==> config.mk <==
export PLATFORM = sky130hd
export DESIGN_NAME = uram_port_arbiter
export DESIGN_NICKNAME = d
export VERILOG_FILES = /design/src/rtl/uram_ctrl_pkg.sv /design/src/rtl/uram_rd_tag_pipe.sv /design/src/rtl/uram_port_arbiter.sv
export SDC_FILE = /design/constraint.sdc
export NUM_CORES = 1
export LEC_CHECK = 0
export CAP_MARGIN = 20
export CORE_AREA = 2 2 199 201
export DETAILED_ROUTE_END_ITERATION = 12
export DIE_AREA = 0 0 201 203
export GPL_TIMING_DRIVEN = 0
export PLACE_DENSITY = 0.58
export SETUP_SLACK_MARGIN = 0.05
export SYNTH_ARGS = -nofsm -noshare
export SYNTH_HDL_FRONTEND = slang
export SYNTH_SLANG_ARGS = --single-unit
==> constraint.sdc <==
create_clock -name clk -period 7.6 [get_ports clk]
set_clock_uncertainty 0.2 [all_clocks]
set_input_delay 1.52 -clock clk [delete_from_list [all_inputs] [get_ports clk]]
set_output_delay 1.52 -clock clk [all_outputs]
set_load 0.1 [all_outputs]
==> src/rtl/uram_ctrl_pkg.sv <==
// Shared types and constants for the URAM port-A arbiter.
package uram_ctrl_pkg;

  localparam int URAM_DATA_W    = 72;
  localparam int URAM_BWE_W     = 9;
  localparam int RD_LATENCY_MIN = 1;
  localparam int RD_LATENCY_MAX = 4;

  typedef enum logic [1:0] {
    ST_ACTIVE = 2'd0,
    ST_SLEEP  = 2'd1,
    ST_WAKE   = 2'd2
  } arb_state_e;

  // Out-of-range latencies are pulled into the supported window.
  function automatic int clamp_rd_latency(input int lat);
    if (lat < RD_LATENCY_MIN) return RD_LATENCY_MIN;
    if (lat > RD_LATENCY_MAX) return RD_LATENCY_MAX;
    return lat;
  endfunction

endpackage

==> src/rtl/uram_rd_tag_pipe.sv <==
// Read tag pipeline: carries {valid, requester id} from the handshake cycle
// to the cycle where URAM DOUT holds the matching word.
module uram_rd_tag_pipe #(
  parameter int DEPTH = 2
) (
  input  logic clk,
  input  logic rst,
  input  logic push,
  input  logic push_id,
  output logic rsp0_valid,
  output logic rsp1_valid,
  output logic in_flight
);

  logic [DEPTH-1:0] tag_valid_reg;
  logic [DEPTH-1:0] tag_id_reg;

  // Shift tags one stage per cycle; reset drops every read in flight.
  always_ff @(posedge clk or posedge rst) begin
    if (rst) begin
      tag_valid_reg <= '0;
      tag_id_reg    <= '0;
    end else begin
      tag_valid_reg <= {tag_valid_reg[DEPTH-2:0], push};
      tag_id_reg    <= {tag_id_reg[DEPTH-2:0], push_id};
    end
  end

  assign rsp0_valid = tag_valid_reg[DEPTH-1] & ~tag_id_reg[DEPTH-1];
  assign rsp1_valid = tag_valid_reg[DEPTH-1] &  tag_id_reg[DEPTH-1];
  assign in_flight  = |tag_valid_reg;

endmodule

==> src/rtl/uram_port_arbiter.sv <==
// Two-requester round-robin arbiter onto a single URAM port A, with idle
// sleep entry and a fixed wake-up delay before access resumes.
module uram_port_arbiter
  import uram_ctrl_pkg::*;
#(
  parameter int ADDR_W      = 12,
  parameter int RD_LATENCY  = 1,
  parameter int IDLE_SLEEP  = 64,
  parameter int WAKE_CYCLES = 3
) (
  input  logic                   clk,
  input  logic                   rst,
  input  logic                   req0_valid,
  output logic                   req0_ready,
  input  logic                   req0_we,
  input  logic [ADDR_W-1:0]      req0_addr,
  input  logic [URAM_DATA_W-1:0] req0_wdata,
  input  logic [URAM_BWE_W-1:0]  req0_bwe,
  input  logic                   req1_valid,
  output logic                   req1_ready,
  input  logic                   req1_we,
  input  logic [ADDR_W-1:0]      req1_addr,
  input  logic [URAM_DATA_W-1:0] req1_wdata,
  input  logic [URAM_BWE_W-1:0]  req1_bwe,
  output logic                   rsp0_valid,
  output logic [URAM_DATA_W-1:0] rsp0_rdata,
  output logic                   rsp1_valid,
  output logic [URAM_DATA_W-1:0] rsp1_rdata,
  output logic                   uram_en,
  output logic                   uram_rdb_wr,
  output logic                   uram_sleep,
  output logic [ADDR_W-1:0]      uram_addr,
  output logic [URAM_DATA_W-1:0] uram_din,
  output logic [URAM_BWE_W-1:0]  uram_bwe,
  input  logic [URAM_DATA_W-1:0] uram_dout
);

  localparam int LAT    = clamp_rd_latency(RD_LATENCY);
  localparam int IDLE_W = (IDLE_SLEEP > 0) ? $clog2(IDLE_SLEEP + 1) : 1;
  localparam int WAKE_W = (WAKE_CYCLES > 1) ? $clog2(WAKE_CYCLES) : 1;
  localparam logic [IDLE_W-1:0] IDLE_MAX  = '1;
  localparam logic [IDLE_W-1:0] IDLE_LAST = IDLE_W'((IDLE_SLEEP > 0) ? IDLE_SLEEP - 1 : 0);
  localparam logic [WAKE_W-1:0] WAKE_LAST = WAKE_W'((WAKE_CYCLES > 0) ? WAKE_CYCLES - 1 : 0);

  arb_state_e        state_reg, state_next;
  logic [IDLE_W-1:0] idle_cnt_reg;
  logic [WAKE_W-1:0] wake_cnt_reg;
  logic              last_id_reg;
  logic              is_active;
  logic              grant0, grant1;
  logic              hs, hs_id, idle_cycle, in_flight;
  logic              sel_we;
  logic [ADDR_W-1:0]      sel_addr;
  logic [URAM_DATA_W-1:0] sel_wdata;
  logic [URAM_BWE_W-1:0]  sel_bwe;
  logic                   rsp0_tag, rsp1_tag;

  // Round robin: a lone requester wins, a tie goes to the one not served last.
  always_comb begin
    grant0 = req0_valid && (!req1_valid || last_id_reg);
    grant1 = req1_valid && (!req0_valid || !last_id_reg);
  end

  assign req0_ready = is_active && grant0;
  assign req1_ready = is_active && grant1;
  assign hs         = req0_ready || req1_ready;
  assign hs_id      = req1_ready;
  assign idle_cycle = (state_reg == ST_ACTIVE) && !hs && !in_flight;

  // Mux the winning request onto the port registers.
  always_comb begin
    sel_we    = hs_id ? req1_we    : req0_we;
    sel_addr  = hs_id ? req1_addr  : req0_addr;
    sel_wdata = hs_id ? req1_wdata : req0_wdata;
    sel_bwe   = hs_id ? req1_bwe   : req0_bwe;
  end

  // State register.
  always_ff @(posedge clk or posedge rst) begin
    if (rst) state_reg <= ST_ACTIVE;
    else     state_reg <= state_next;
  end

  // Next state: sleep after enough quiet cycles, wake on any request.
  always_comb begin
    state_next = state_reg;
    case (state_reg)
      ST_ACTIVE: if (IDLE_SLEEP > 0 && idle_cycle && idle_cnt_reg == IDLE_LAST) state_next = ST_SLEEP;
      ST_SLEEP:  if (req0_valid || req1_valid) state_next = (WAKE_CYCLES == 0) ? ST_ACTIVE : ST_WAKE;
      ST_WAKE:   if (wake_cnt_reg == WAKE_LAST) state_next = ST_ACTIVE;
      default:   state_next = ST_ACTIVE;
    endcase
  end

  // State-derived outputs; ready is held off while reset is asserted.
  always_comb begin
    is_active  = (state_reg == ST_ACTIVE) && !rst;
    uram_sleep = (state_reg == ST_SLEEP);
  end

  // Idle and wake counters plus the last-served pointer.
  always_ff @(posedge clk or posedge rst) begin
    if (rst) begin
      idle_cnt_reg <= '0;
      wake_cnt_reg <= '0;
      last_id_reg  <= 1'b1;
    end else begin
      if (!idle_cycle)                 idle_cnt_reg <= '0;
      else if (idle_cnt_reg != IDLE_MAX) idle_cnt_reg <= idle_cnt_reg + 1'b1;
      if (state_reg == ST_WAKE) wake_cnt_reg <= wake_cnt_reg + 1'b1;
      else                      wake_cnt_reg <= '0;
      if (hs) last_id_reg <= hs_id;
    end
  end

  // Port A registers: enable pulses for one cycle, the rest hold between accesses.
  always_ff @(posedge clk or posedge rst) begin
    if (rst) begin
      uram_en     <= 1'b0;
      uram_rdb_wr <= 1'b0;
      uram_addr   <= '0;
      uram_din    <= '0;
      uram_bwe    <= '0;
    end else begin
      uram_en <= hs;
      if (hs) begin
        uram_rdb_wr <= sel_we;
        uram_addr   <= sel_addr;
        uram_din    <= sel_wdata;
        uram_bwe    <= sel_bwe;
      end
    end
  end

  uram_rd_tag_pipe #(.DEPTH(LAT + 1)) u_tag_pipe (
    .clk        (clk),
    .rst        (rst),
    .push       (hs && !sel_we),
    .push_id    (hs_id),
    .rsp0_valid (rsp0_tag),
    .rsp1_valid (rsp1_tag),
    .in_flight  (in_flight)
  );

  assign rsp0_valid = rsp0_tag;
  assign rsp1_valid = rsp1_tag;
  assign rsp0_rdata = rsp0_tag ? uram_dout : '0;
  assign rsp1_rdata = rsp1_tag ? uram_dout : '0;

endmodule

==> metrics.txt <==
# TYPE chip_impl_metric gauge
chip_impl_metric{name="final-seq-area",unit="sq um"} 2780
chip_impl_metric{name="cts_resized",unit=""} 0
chip_impl_metric{name="h-tree-depth",unit=""} 3
chip_impl_info{name="largestRegisters",value="uram_din (72), uram_addr (12), uram_bwe (9)"} 1
chip_impl_metric{name="num_io_pins",unit=""} 508
chip_impl_metric{name="global_route.usage.total",unit="%"} 14.9
chip_impl_metric{name="post_detailed_route_via_to_cell_ratio",unit=""} 3.98
chip_impl_metric{name="cap_violations",unit=""} 0
chip_impl_info{name="worst_setup_path_start_kind",value="input port"} 1
chip_impl_metric{name="design.core.area",unit="sq um"} 38500
chip_impl_metric{name="number_of_clock_sinks",unit=""} 111
chip_impl_metric{name="yosys_register_bits",unit=""} 111
chip_impl_metric{name="placement.io_buffers",unit=""} 507
chip_impl_metric{name="cts.repair_timing.setup_buffer_count",unit=""} 0
chip_impl_metric{name="finish.instance_area",unit="sq um"} 12700
chip_impl_metric{name="finalHoldViolations",unit=""} 0
chip_impl_metric{name="area_delta_synth_final",unit="%"} 92.6
chip_impl_metric{name="fmax",unit="MHz"} 167
chip_impl_metric{name="synth-edff-count",unit=""} 0
chip_impl_metric{name="unique_cell_type_count_in_the_yosys_netlist",unit=""} 36
chip_impl_metric{name="ys_seq_area_share",unit="%"} 42.2
chip_impl_metric{name="vdd_drop_max",unit="mV"} 0.153
chip_impl_info{name="crit_path_top_delay_cell",value="sky130_fd_sc_hd__clkdlybuf4s50_1"} 1
chip_impl_metric{name="die_h",unit="um"} 203
chip_impl_metric{name="ant_nets",unit=""} 0
chip_impl_metric{name="grt_pass1_vias",unit=""} 6776
chip_impl_metric{name="final_gp_congestion",unit=""} 0.936
chip_impl_metric{name="avgSynthCellArea",unit="sq um"} 12.2
chip_impl_metric{name="totalWireLength",unit="um"} 31800
chip_impl_metric{name="final.min_clock_period",unit="ps"} 5980
chip_impl_metric{name="yosys_warnings",unit=""} 0
chip_impl_metric{name="post_dp_cell_area",unit="sq um"} 12400
chip_impl_metric{name="ys_async_sr_fraction",unit="%"} 100
chip_impl_metric{name="slowest_delay",unit="ps"} 1170
chip_impl_metric{name="nNetsFinal",unit=""} 1326
chip_impl_metric{name="p_leak",unit="nW"} 5.20
chip_impl_metric{name="drtPass1Iterations",unit=""} 4
chip_impl_info{name="layout.cells.most_common_list",value="sky130_fd_sc_hd__clkdlybuf4s50_1, sky130_fd_sc_hd__mux2_2, sky130_fd_sc_hd__dfrtp_1"} 1
chip_impl_metric{name="drc_errors",unit=""} 0
chip_impl_info{name="worst_hold_path_type",value="reg2reg"} 1
chip_impl_info{name="largest_register",value="uram_din"} 1
chip_impl_metric{name="initial_antenna_violation_count",unit=""} 1
chip_impl_metric{name="fp.dieArea",unit="sq um"} 40800
chip_impl_metric{name="final-max-slew-violation-count",unit=""} 0
chip_impl_info{name="cts_root_buffer",value="sky130_fd_sc_hd__clkbuf_16"} 1
chip_impl_metric{name="site_row_count",unit=""} 72
chip_impl_info{name="tritoncts",value="built"} 1
chip_impl_metric{name="power_per_cell_area",unit="nW/um^2"} 223
chip_impl_metric{name="syn-cell-area",unit="sq um"} 6580
chip_impl_metric{name="cts-hold-fix-buffers",unit=""} 0
chip_impl_metric{name="crit_arrival",unit="ps"} 4260
chip_impl_metric{name="insertion_delay",unit="ps"} 350
chip_impl_metric{name="crit_path_max_fanout",unit=""} 10
chip_impl_metric{name="totalNegativeSetupSlack",unit="ps"} 0
chip_impl_info{name="status",value="complete, no violations"} 1
chip_impl_metric{name="initial_utilization",unit="%"} 17.1
chip_impl_metric{name="antenna_cells_inserted",unit=""} 0
chip_impl_metric{name="worst_ep_required_time",unit="ps"} 5880
chip_impl_metric{name="routed-via-count",unit=""} 6301
chip_impl_metric{name="finalSetupViolCount",unit=""} 0
chip_impl_metric{name="grt_pass1_wl",unit="um"} 45200
chip_impl_metric{name="slew-limit-headroom",unit="%"} 25.0
chip_impl_metric{name="syn-instance-count",unit=""} 540
chip_impl_metric{name="fillCellCount",unit=""} 3948
chip_impl_metric{name="grt_max_degree",unit=""} 58
chip_impl_metric{name="gr-total-overflow",unit=""} 0
chip_impl_info{name="grt_setup_unrepaired",value="false"} 1
chip_impl_metric{name="mappedNetlistNets",unit=""} 806
chip_impl_info{name="yosys_most_used_dff",value="sky130_fd_sc_hd__dfrtp_1"} 1
chip_impl_info{name="path_cells",value="clkdlybuf4s50_1 > a21boi_2 > buf_6 > buf_6 > and2_1 > clkdlybuf4s50_1"} 1
chip_impl_info{name="cp-end-kind",value="output port"} 1
chip_impl_metric{name="clock_path_buffers",unit=""} 2
chip_impl_metric{name="hpwlAfterDp",unit="um"} 26700
chip_impl_metric{name="floorplan.die.width",unit="um"} 201
chip_impl_metric{name="cts_buffers",unit=""} 9
chip_impl_metric{name="cts.clk_slew.worst_paths",unit="ps"} 70
chip_impl_info{name="worst-setup-path-type",value="in2out"} 1
chip_impl_metric{name="multi_input_area",unit="sq um"} 3470
chip_impl_metric{name="worst_slew_pin_slew",unit="ps"} 1120
chip_impl_metric{name="post_route_cells_drive_above_1_share",unit="%"} 19.6
chip_impl_metric{name="timing.final.crit_share",unit="%"} 78.7
chip_impl_info{name="layout_commonest_cell",value="sky130_fd_sc_hd__clkdlybuf4s50_1"} 1
chip_impl_metric{name="flip_flop_count_of_the_largest_register_after_layout",unit=""} 72
chip_impl_metric{name="wl_per_cell",unit="um"} 20.1
chip_impl_metric{name="drt_iter0_drc",unit=""} 195
[where the power goes]
group	total [mW]	internal (mW)	leakage, nW	switching [mW]
combinational	1.56	0.483	3.72	1.08
clock	0.531	0.291	0.154	0.240
sequential	0.739	0.685	1.32	0.0532
[area by class of cell]
type	count	share of cell area (%)
buffer	45	2.51
clock buffer	9	1.78
clock inverter	6	0.730
inverter	4	0.158
multi-input combinational	380	27.4
sequential	111	21.9
tap	518	5.11
timing repair buffer	509	40.4
[stage by stage]
stage | utilization (%) | cells | total power [mW] | setup WS (ps) | hold slack [ps]
after floorplan | - | 540 | 1.84 | 2670 | 131
after global placement | 32.0 | 1565 | 2.31 | 519 | 138
after detailed placement | 32.1 | 1567 | 2.32 | 1470 | 142
after CTS | 33.0 | 1582 | 2.87 | 1470 | 158
after global routing | 33.0 | 1582 | 2.94 | 1440 | 164
final | 33.0 | 1582 | 2.83 | 1620 | 154
[Yosys cell counts, types with 5 or more instances]
library cell / number / area share [%]
sky130_fd_sc_hd__and2_1: 75 / 7.1
sky130_fd_sc_hd__mux2_2: 127 / 22
sky130_fd_sc_hd__and3_1: 74 / 7.0
sky130_fd_sc_hd__mux2_1: 21 / 3.6
sky130_fd_sc_hd__mux2_4: 40 / 9.1
sky130_fd_sc_hd__buf_6: 6 / 1.0
sky130_fd_sc_hd__buf_4: 6 / 0.68
sky130_fd_sc_hd__dfrtp_1: 110 / 42
sky130_fd_sc_hd__clkbuf_1: 24 / 1.4
sky130_fd_sc_hd__a21oi_1: 5 / 0.38
[final timing paths]
check,start,endpoint,slack (ps),cells after the start
worst max register to register,last_id_reg,uram_bwe[3],5410,5
worst min-delay path,u_tag_pipe.tag_id_reg[0],u_tag_pipe.tag_id_reg[1],150,0
min in group asynchronous,rst,uram_en,1520,2
worst min register to register,u_tag_pipe.tag_id_reg[0],u_tag_pipe.tag_id_reg[1],150,0
worst max-delay path,req1_valid,req1_ready,1620,6
max in group asynchronous,rst,uram_bwe[0],4960,3
[critical path, delay by kind of cell]
| family | cells | cell delay, ps |
|---|---|---|
| and+or+nand+nor | 1 | 180 |
| buffers and inverters | 4 | 2170 |
| AOI/OAI and AO/OA | 1 | 380 |
[routing by layer]
layer / up-vias / track usage [%] / wire length (um)
li1: 2945 / - / -
met1: 3047 / 16.2 / 12100
met2: 290 / 28.7 / 17000
met3: 19 / 3.82 / 2150
met4: 0 / 3.78 / 475
met5: - / 0 / 0
[cell families after synthesis]
kind of cell / count (synthesis) / synth area share [%]
compound gates: 18 / 1.75
simple gates: 172 / 16.2
mux: 188 / 34.4
flops: 111 / 42.2
buf+inv: 49 / 5.06
fa+ha+maj: 2 / 0.380
No activity file was read; power rests on OpenSTA's default activity.
